File: src/rtl/bfly_pkg.sv
// rtl/bfly_pkg.sv - shared types for the butterfly pair buffer
// Purpose: FSM state encoding and the complex sample word used by the pair buffer.
// Ports: none (package).
package bfly_pkg;

    typedef enum logic [1:0] {
        FILL = 2'd0,
        SUM  = 2'd1,
        DIFF = 2'd2
    } state_t;

    // Default sample width of the butterfly datapath.
    localparam int CPLX_W = 12;

    // Packed complex sample; re occupies the upper half of the memory word.
    typedef struct packed {
        logic signed [CPLX_W-1:0] re;
        logic signed [CPLX_W-1:0] im;
    } cplx_t;

endpackage

File: src/rtl/bfly_pair_mem.sv
// rtl/bfly_pair_mem.sv - half-frame sample store with registered read
// Purpose: one synchronous write port and one registered read port holding {re, im}.
// Ports:
//   clk      - clock
//   wr_en    - write wr_data to wr_addr on the rising edge
//   wr_addr  - write address
//   wr_data  - packed {re, im} word
//   rd_en    - capture mem[rd_addr] into the read register
//   rd_addr  - read address
//   rd_data  - registered read data (holds when rd_en=0)
module bfly_pair_mem #(
    parameter int WIDTH = 12,
    parameter int DEPTH = 16,
    localparam int AW   = $clog2(DEPTH)
) (
    input  logic                 clk,
    input  logic                 wr_en,
    input  logic [AW-1:0]        wr_addr,
    input  logic [2*WIDTH-1:0]   wr_data,
    input  logic                 rd_en,
    input  logic [AW-1:0]        rd_addr,
    output logic [2*WIDTH-1:0]   rd_data
);

    logic [2*WIDTH-1:0] mem_q [DEPTH];
    logic [2*WIDTH-1:0] rd_data_q;
    logic [2*WIDTH-1:0] rd_data_d;

    always_comb begin
        rd_data_d = rd_data_q;
        if (rd_en) begin
            rd_data_d = mem_q[rd_addr];
        end
    end

    // Contents are don't-care after reset, so the array carries no reset.
    always_ff @(posedge clk) begin
        if (wr_en) begin
            mem_q[wr_addr] <= wr_data;
        end
        rd_data_q <= rd_data_d;
    end

    assign rd_data = rd_data_q;

endmodule

File: src/rtl/bfly_pair_buf.sv
// rtl/bfly_pair_buf.sv - input pair buffer feeding the radix-2 butterfly
// Purpose: collects 2*NUM_PAIR samples and presents (x[k], x[k+NUM_PAIR]) pairs
//          once for the SUM pass and once for the DIFF pass.
// Ports:
//   clk, rst                 - clock, asynchronous active-high reset
//   in_valid/in_ready        - input handshake; transfer = in_valid && in_ready
//   in_re/in_im              - input sample
//   out_valid                - aligned pair present (bfly_valid)
//   out_sum                  - 1 = SUM pass pair, 0 = DIFF pass pair
//   out_shift_re/out_shift_im- x[k]
//   out_din_re/out_din_im    - x[k+NUM_PAIR]
//   frame_done               - pulse with the last DIFF pair
module bfly_pair_buf
    import bfly_pkg::*;
#(
    parameter int WIDTH    = CPLX_W,
    parameter int NUM_PAIR = 16
) (
    input  logic                    clk,
    input  logic                    rst,
    input  logic                    in_valid,
    output logic                    in_ready,
    input  logic signed [WIDTH-1:0] in_re,
    input  logic signed [WIDTH-1:0] in_im,
    output logic                    out_valid,
    output logic                    out_sum,
    output logic signed [WIDTH-1:0] out_shift_re,
    output logic signed [WIDTH-1:0] out_shift_im,
    output logic signed [WIDTH-1:0] out_din_re,
    output logic signed [WIDTH-1:0] out_din_im,
    output logic                    frame_done
);

    localparam int            CW   = $clog2(NUM_PAIR);
    localparam logic [CW-1:0] LAST = CW'(NUM_PAIR - 1);

    state_t             state_q, state_d;
    logic [CW-1:0]      count_q, count_d;

    logic               accept;
    logic               a_we, b_we, a_re, b_re;
    logic [2*WIDTH-1:0] in_word;
    logic [2*WIDTH-1:0] a_rd, b_rd;

    logic               out_valid_q, out_valid_d;
    logic               out_sum_q, out_sum_d;
    logic               frame_done_q, frame_done_d;
    logic [2*WIDTH-1:0] samp_q, samp_d;

    logic [2*WIDTH-1:0] shift_word, din_word;

    assign in_word = {in_re, in_im};

    // State register
    always_ff @(posedge clk or posedge rst) begin
        if (rst) begin
            state_q <= FILL;
            count_q <= '0;
        end else begin
            state_q <= state_d;
            count_q <= count_d;
        end
    end

    // Next-state logic: count advances on every accept in FILL/SUM and every
    // cycle in DIFF; NUM_PAIR is a power of two so the increment wraps itself.
    always_comb begin
        state_d = state_q;
        count_d = count_q;
        if (accept || state_q == DIFF) begin
            count_d = count_q + CW'(1);
            if (count_q == LAST) begin
                case (state_q)
                    FILL:    state_d = SUM;
                    SUM:     state_d = DIFF;
                    default: state_d = FILL;
                endcase
            end
        end
    end

    // Output logic
    always_comb begin
        in_ready     = (state_q != DIFF);
        accept       = in_valid && in_ready;
        a_we         = accept && (state_q == FILL);
        b_we         = accept && (state_q == SUM);
        a_re         = (accept && (state_q == SUM)) || (state_q == DIFF);
        b_re         = (state_q == DIFF);
        out_valid_d  = a_re;
        out_sum_d    = b_we;
        frame_done_d = (state_q == DIFF) && (count_q == LAST);
        // Only consumed when out_sum_q is set, which implies this was a SUM accept.
        samp_d       = in_word;
    end

    always_ff @(posedge clk or posedge rst) begin
        if (rst) begin
            out_valid_q  <= 1'b0;
            out_sum_q    <= 1'b0;
            frame_done_q <= 1'b0;
            samp_q       <= '0;
        end else begin
            out_valid_q  <= out_valid_d;
            out_sum_q    <= out_sum_d;
            frame_done_q <= frame_done_d;
            samp_q       <= samp_d;
        end
    end

    bfly_pair_mem #(
        .WIDTH (WIDTH),
        .DEPTH (NUM_PAIR)
    ) u_mem_a (
        .clk     (clk),
        .wr_en   (a_we),
        .wr_addr (count_q),
        .wr_data (in_word),
        .rd_en   (a_re),
        .rd_addr (count_q),
        .rd_data (a_rd)
    );

    bfly_pair_mem #(
        .WIDTH (WIDTH),
        .DEPTH (NUM_PAIR)
    ) u_mem_b (
        .clk     (clk),
        .wr_en   (b_we),
        .wr_addr (count_q),
        .wr_data (in_word),
        .rd_en   (b_re),
        .rd_addr (count_q),
        .rd_data (b_rd)
    );

    // Idle cycles present zero data, matching the butterfly's idle zeroing;
    // gating on out_valid_q also clears the outputs immediately on reset.
    always_comb begin
        shift_word = '0;
        din_word   = '0;
        if (out_valid_q) begin
            shift_word = a_rd;
            din_word   = out_sum_q ? samp_q : b_rd;
        end
    end

    assign out_valid    = out_valid_q;
    assign out_sum      = out_sum_q;
    assign frame_done   = frame_done_q;
    assign out_shift_re = shift_word[2*WIDTH-1:WIDTH];
    assign out_shift_im = shift_word[WIDTH-1:0];
    assign out_din_re   = din_word[2*WIDTH-1:WIDTH];
    assign out_din_im   = din_word[WIDTH-1:0];

endmodule

File: config.mk
export PLATFORM = sky130hd
export DESIGN_NAME = bfly_pair_buf
export DESIGN_NICKNAME = d
export VERILOG_FILES = /design/src/rtl/bfly_pkg.sv /design/src/rtl/bfly_pair_mem.sv /design/src/rtl/bfly_pair_buf.sv
export SDC_FILE = /design/constraint.sdc
export NUM_CORES = 1
export LEC_CHECK = 0
export ABC_AREA = 1
export CAP_MARGIN = 20
export CORE_MARGIN = 1
export CORE_UTILIZATION = 30
export CTS_BUF_LIST = sky130_fd_sc_hd__clkbuf_4
export DETAILED_ROUTE_END_ITERATION = 12
export GPL_TIMING_DRIVEN = 0
export PLACE_DENSITY = 0.41
export SLEW_MARGIN = 20
export SYNTH_ARGS = -nofsm -noshare
export SYNTH_HDL_FRONTEND = slang
export SYNTH_SLANG_ARGS = --single-unit
File: constraint.sdc
create_clock -name clk -period 4.99 [get_ports clk]
set_clock_uncertainty 0.1 [all_clocks]
set_input_delay 0.499 -clock clk [delete_from_list [all_inputs] [get_ports clk]]
set_output_delay 0.499 -clock clk [all_outputs]
set_load 0.02 [all_outputs]
== Yosys cells after proc, flatten, opt, wreduce, memory -nomap -nowiden ==
Memory sizes are Yosys's and may differ from the RTL's. A register that Yosys moved wholly into a read port is not among the register bits.
Index checks and enable logic that the tools add are counted.
Word-level totals
  register bits after elaboration: 33
  bits in writable memories: 768
  bits of input ports: 27
  output and inout port bits: 52
  word-level logic and storage cells: 29
  memories kept: 2
Memories
  u_mem_a.mem_q: depth 16, width 24, rd ports 1, clocked after Yosys merged registers in 1, write ports 1, line bfly_pair_mem.sv:25  | logic [2*WIDTH-1:0] mem_q [DEPTH];
  u_mem_b.mem_q: depth 16, width 24, rd ports 1, clocked after Yosys merged registers in 1, write ports 1, line bfly_pair_mem.sv:25
Operators by class
  add/sub/neg operators: 1
  equality and inequality tests: 4
  muxes and demuxes: 8
  reductions and logical operators: 8
Operator list (count)
  2-to-1 mux 24 bit: 3
  adder 4 x 1 -> 4 bit, second input constant: 1
  equality test 4 bit, second input constant: 1
  logical AND 1 bit: 4
  2-to-1 mux 1 bit: 4
  one-hot mux 2 bit (2 select lines): 1
  equality test 2 x 1 -> 1 bit, second input constant: 1
  equality test 2 bit, second input constant: 1
  logical NOT 2 bit: 1
  logical OR 1 bit: 2
  inequality test 2 bit, second input constant: 1
  AND reduction 2 bit: 1

== Longest topological paths before layout ==
  depth after elaboration: 5
  gate-level depth with buffers: 11
  depth with buffers taken out: 8

== By module ==
From an unflattened synthesis, not the netlist that was laid out.
Unflattened totals
  cells, all modules: 3400
  area total of the unflattened synthesis: 35954.5 um^2
Modules (own cells, without submodules)
  bfly_pair_mem: times used 2, cells an instance 1597, area an instance 17191.5 um^2, seq. area each 12251.8 um^2
  bfly_pair_buf: times used 1, cells an instance 206, area an instance 1571.5 um^2, seq. area each 825.8 um^2

== Worst setup path before layout ==
No wires, ideal clock.
  kind: register -> register
  from: register count_q[1]
  to: memory u_mem_a.mem_q[0][0] (netlist name) (enable)
  setup time: 0.435 ns
  arrival: 3.007 ns
  data required time: 4.455 ns
  path slack: 1.448 ns
  cell stages (with the launch flop): 8
  buffers on the path: 3
  period minus slack after synthesis: 3.542 ns
  path through: dfrtp_1 > buf_2 > inv_2 > buf_2 > buf_2 > ha_1 > clkinv_1 > nor3_1
RTL lines
  start: declaration: line bfly_pair_buf.sv:38  | logic [CW-1:0] count_q, count_d;
  start signal: assignment: line bfly_pair_buf.sv:61  | count_q <= count_d;
  end: declaration: line bfly_pair_mem.sv:25
Straight into the memory's write port.

== Worst setup path after layout ==
  from: register out_valid_q, in the netlist out_valid
  to: output port out_shift_re[7]
Between the ends
  longest elaborated chain between the ends: 1
RTL lines
  start: declaration: line bfly_pair_buf.sv:45  | logic out_valid_q, out_valid_d;
  start signal: assignment: line bfly_pair_buf.sv:104  | out_valid_q <= out_valid_d;
  2-to-1 mux 24 bit: line bfly_pair_buf.sv:142  | if (out_valid_q) begin
  end: declaration: line bfly_pair_buf.sv:27  | output logic signed [WIDTH-1:0] out_shift_re,
No other way between the ends.

==> metrics.txt <==
Die Span Y=353 um; post-route ant nets=0; Yosys reg bits=849; status=complete, no violations; Synth cell types=20; register share of total power=0.366; Iter 0 DRT Violations=1924; Root Buffer=clkbuf_4; most frequent cell after synthesis=nand2_1; Sequential Area=0.0253 mm^2; combinational cell fraction of total power=0.374; synthesis-to-finish area growth=20.0%; largest net degree at the start of global routing=34; critical path fanouts, max=10; final net count=4228; Mapped Nets=3779; Peak VDD IR=248 uV; Final period util=0.914; Commonest cells post-synth=nand2_1, inv_1, edfxtp_1, nand3_1, buf_2; fmax=219 MHz; cell repeated most along the worst path=clkbuf_1; CTS Sinks=849; Multi-input gate area=0.00766 mm^2; routability cong.=0.810; Pwr Density=533 mW/mm^2; Clock power frac=0.260; Synthesis Warnings=0; # hold bufs at CTS=29; post-synth top area share=0.662; DPL Wire Length=85700 um; total grt overflow=0; pre-CTS setup slack=1.03 ns; final-report setup violation count=0; P_sw=9.52 mW; clk buf depth=3; Clock transition at path regs=0.06 ns; mean area per synthesized cell=9.88 um^2; Worst EP arrival=3.96 ns; RSZ-0062 raised after global routing=no; Int Pwr=14.2 mW; IO Port Bufs=78; Die W=353 um; max_slew headroom=0.370; # DRC=0; Synth Instances=3748; required time of the worst setup path=4.39 ns; mapped cell area=0.0370 mm^2; post-CTS setup buffer count=0; Initial Utilization=0.303; top post-synthesis cells by area=edfxtp_1, nand2_1, inv_1; Critical Path Sink Type=output port; max incr delay on CP=0.70 ns; async set or reset register ratio after synthesis=0.0389; die area=0.125 mm^2; layout cells sized above 1=0.154; Period minus WS final=4.56 ns; Max Cap Violations=0; vias in the first global route=24300; Top Family by Delay on Critical Path=buffers and inverters; slowest cell on the critical path=clkbuf_1; CTS tree=built; final non-filler cell total=6010; Site Rows=128; critical path type=reg2out; WP buf/inv=4; sequential-to-total area share from yosys stat=0.684; Leak=20.4 nW; total CTS buffers=226; clock latency on the worst-skew pair=1.12 ns; CTS resizes=0; Final Hold Viols=0; sw frac=0.402; vias per cell=4.23; GRT Total Usage=0.188; CTS H-tree lvls=4; CP startpoint kind=flop; HP Class=in2reg; final core occ=0.364; Core Region=0.122 mm^2; post-synth top area cell=edfxtp_1; final WL=117000 um; crit-path cells=clkbuf_1, clkbuf_1, nand2_1, inv_1, clkdlybuf4s50_1; Pre-antenna DRT Iters=7; IO Count=79; EDFF count, synth=816; Avg WL per Cell=19.5 um; initial antenna violation count=9; vias=25400; first-pass GRT wire length=168000 um; Least-Margin Pin Slew=0.946 ns; fillers=12400; PnR worst setup slack=0.428 ns; Slew Limit Fails=0; cell count after placement=5565; most common flop cell mapped by yosys=edfxtp_1
==> path summary, 6_finish.rpt <==
| check | from | slack (ns) | cells after the start | end |
|---|---|---|---|---|
| worst min register to register | state_q[1] | 0.50 | 2 | state_q[1] |
| min in group asynchronous | rst | 0.63 | 4 | samp_q[17] |
| worst min-delay path | in_re[4] | 0.20 | 2 | samp_q[16] |
| max in group asynchronous | rst | 3.68 | 5 | state_q[1] |
| worst max-delay path | out_valid | 0.43 | 5 | out_shift_re[7] |
| worst max register to register | count_q[1] | 1.01 | 9 | u_mem_b.mem_q[5][13] |
==> kinds of logic (layout without fill, tap and decap cells) <==
logic type	after synthesis	in the layout	synth area share
and+or+nand+nor	1799	1799	0.197
buffers and inverters	1066	1694	0.114
DFF	849	849	0.684
AOI/OAI and AO/OA	27	27	0.00372
adders and majority gates	4	4	0.00135
xor gates and xnor gates	3	3	0.000710
other	0	9	0
==> routing by layer <==
metal	global-route usage	share of wire	wire length, um	vias to the layer above
met4	0.0578	0.023	2720	2
met5	0	0.00010	12	-
li1	-	-	-	12600
met2	0.274	0.42	49400	672
met1	0.281	0.50	58300	11900
met3	0.0368	0.058	6800	175
==> placed cells by master, fill, tap and decap left out <==
cell / instances
buf_1: 9
nand2_2: 2
clkbuf_4: 362
nor2_2: 2
clkinv_1: 42
inv_2: 15
nor3_2: 30
clkbuf_1: 27
ha_1: 4
nand4_1: 1
buf_6: 19
o22ai_1: 2
clkdlybuf4s50_1: 54
nor2_4: 2
xor2_1: 3
o21ai_0: 25
buf_12: 14
buf_16: 12
nor2_1: 51
nand2_1: 1325
edfxtp_1: 816
clkinv_2: 2
dfrtp_1: 33
buf_2: 125
diode_2: 9
nand3_1: 386
dlygate4sd3_1: 29
inv_1: 893
buf_4: 91
==> power groups by stage <==
stage | Clock, mW | Combinational (mW) | Sequential [mW]
final | 6.17 | 8.86 | 8.67
after global routing | 6.73 | 9.79 | 8.71
after CTS | 6.39 | 8.99 | 8.67
after detailed placement | 0 | 8.94 | 8.83
after global placement | 0 | 8.74 | 8.88
after floorplan | 0 | 4.99 | 8.81
==> registers in the layout, summed over array words and instances (netlist names) <==
name             flops
u_mem_b.rd_data     24
u_mem_a.mem_q      384
frame_done           1
out_sum              1
count_q              4
state_q              2
u_mem_a.rd_data     24
u_mem_b.mem_q      384
out_valid            1
samp_q              24
==> area by class of cell <==
type | instances | share of cell area
flip-flops and latches | 849 | 0.570
plain buffers | 159 | 0.0181
well taps | 1625 | 0.0457
clock buffers | 362 | 0.0611
clock inverters | 45 | 0.00386
multi-input cells | 1833 | 0.172
repair buffers | 221 | 0.0516
diodes | 9 | 0.000507
inverters | 907 | 0.0766
==> metrics by stage <==
stage                     hold slack, ns  setup TNS [ns]  power, mW  instance area (um^2)
after floorplan                    0.427               0       13.8                 37000
after global placement             0.466         -593.38       17.6                 39900
after detailed placement           0.479               0       17.8                 41200
after CTS                         0.0435               0       24.0                 44400
after global routing              0.0810               0       25.2                 44400
final                              0.197               0       23.7                 44400
(Power assumes the default switching activity.)
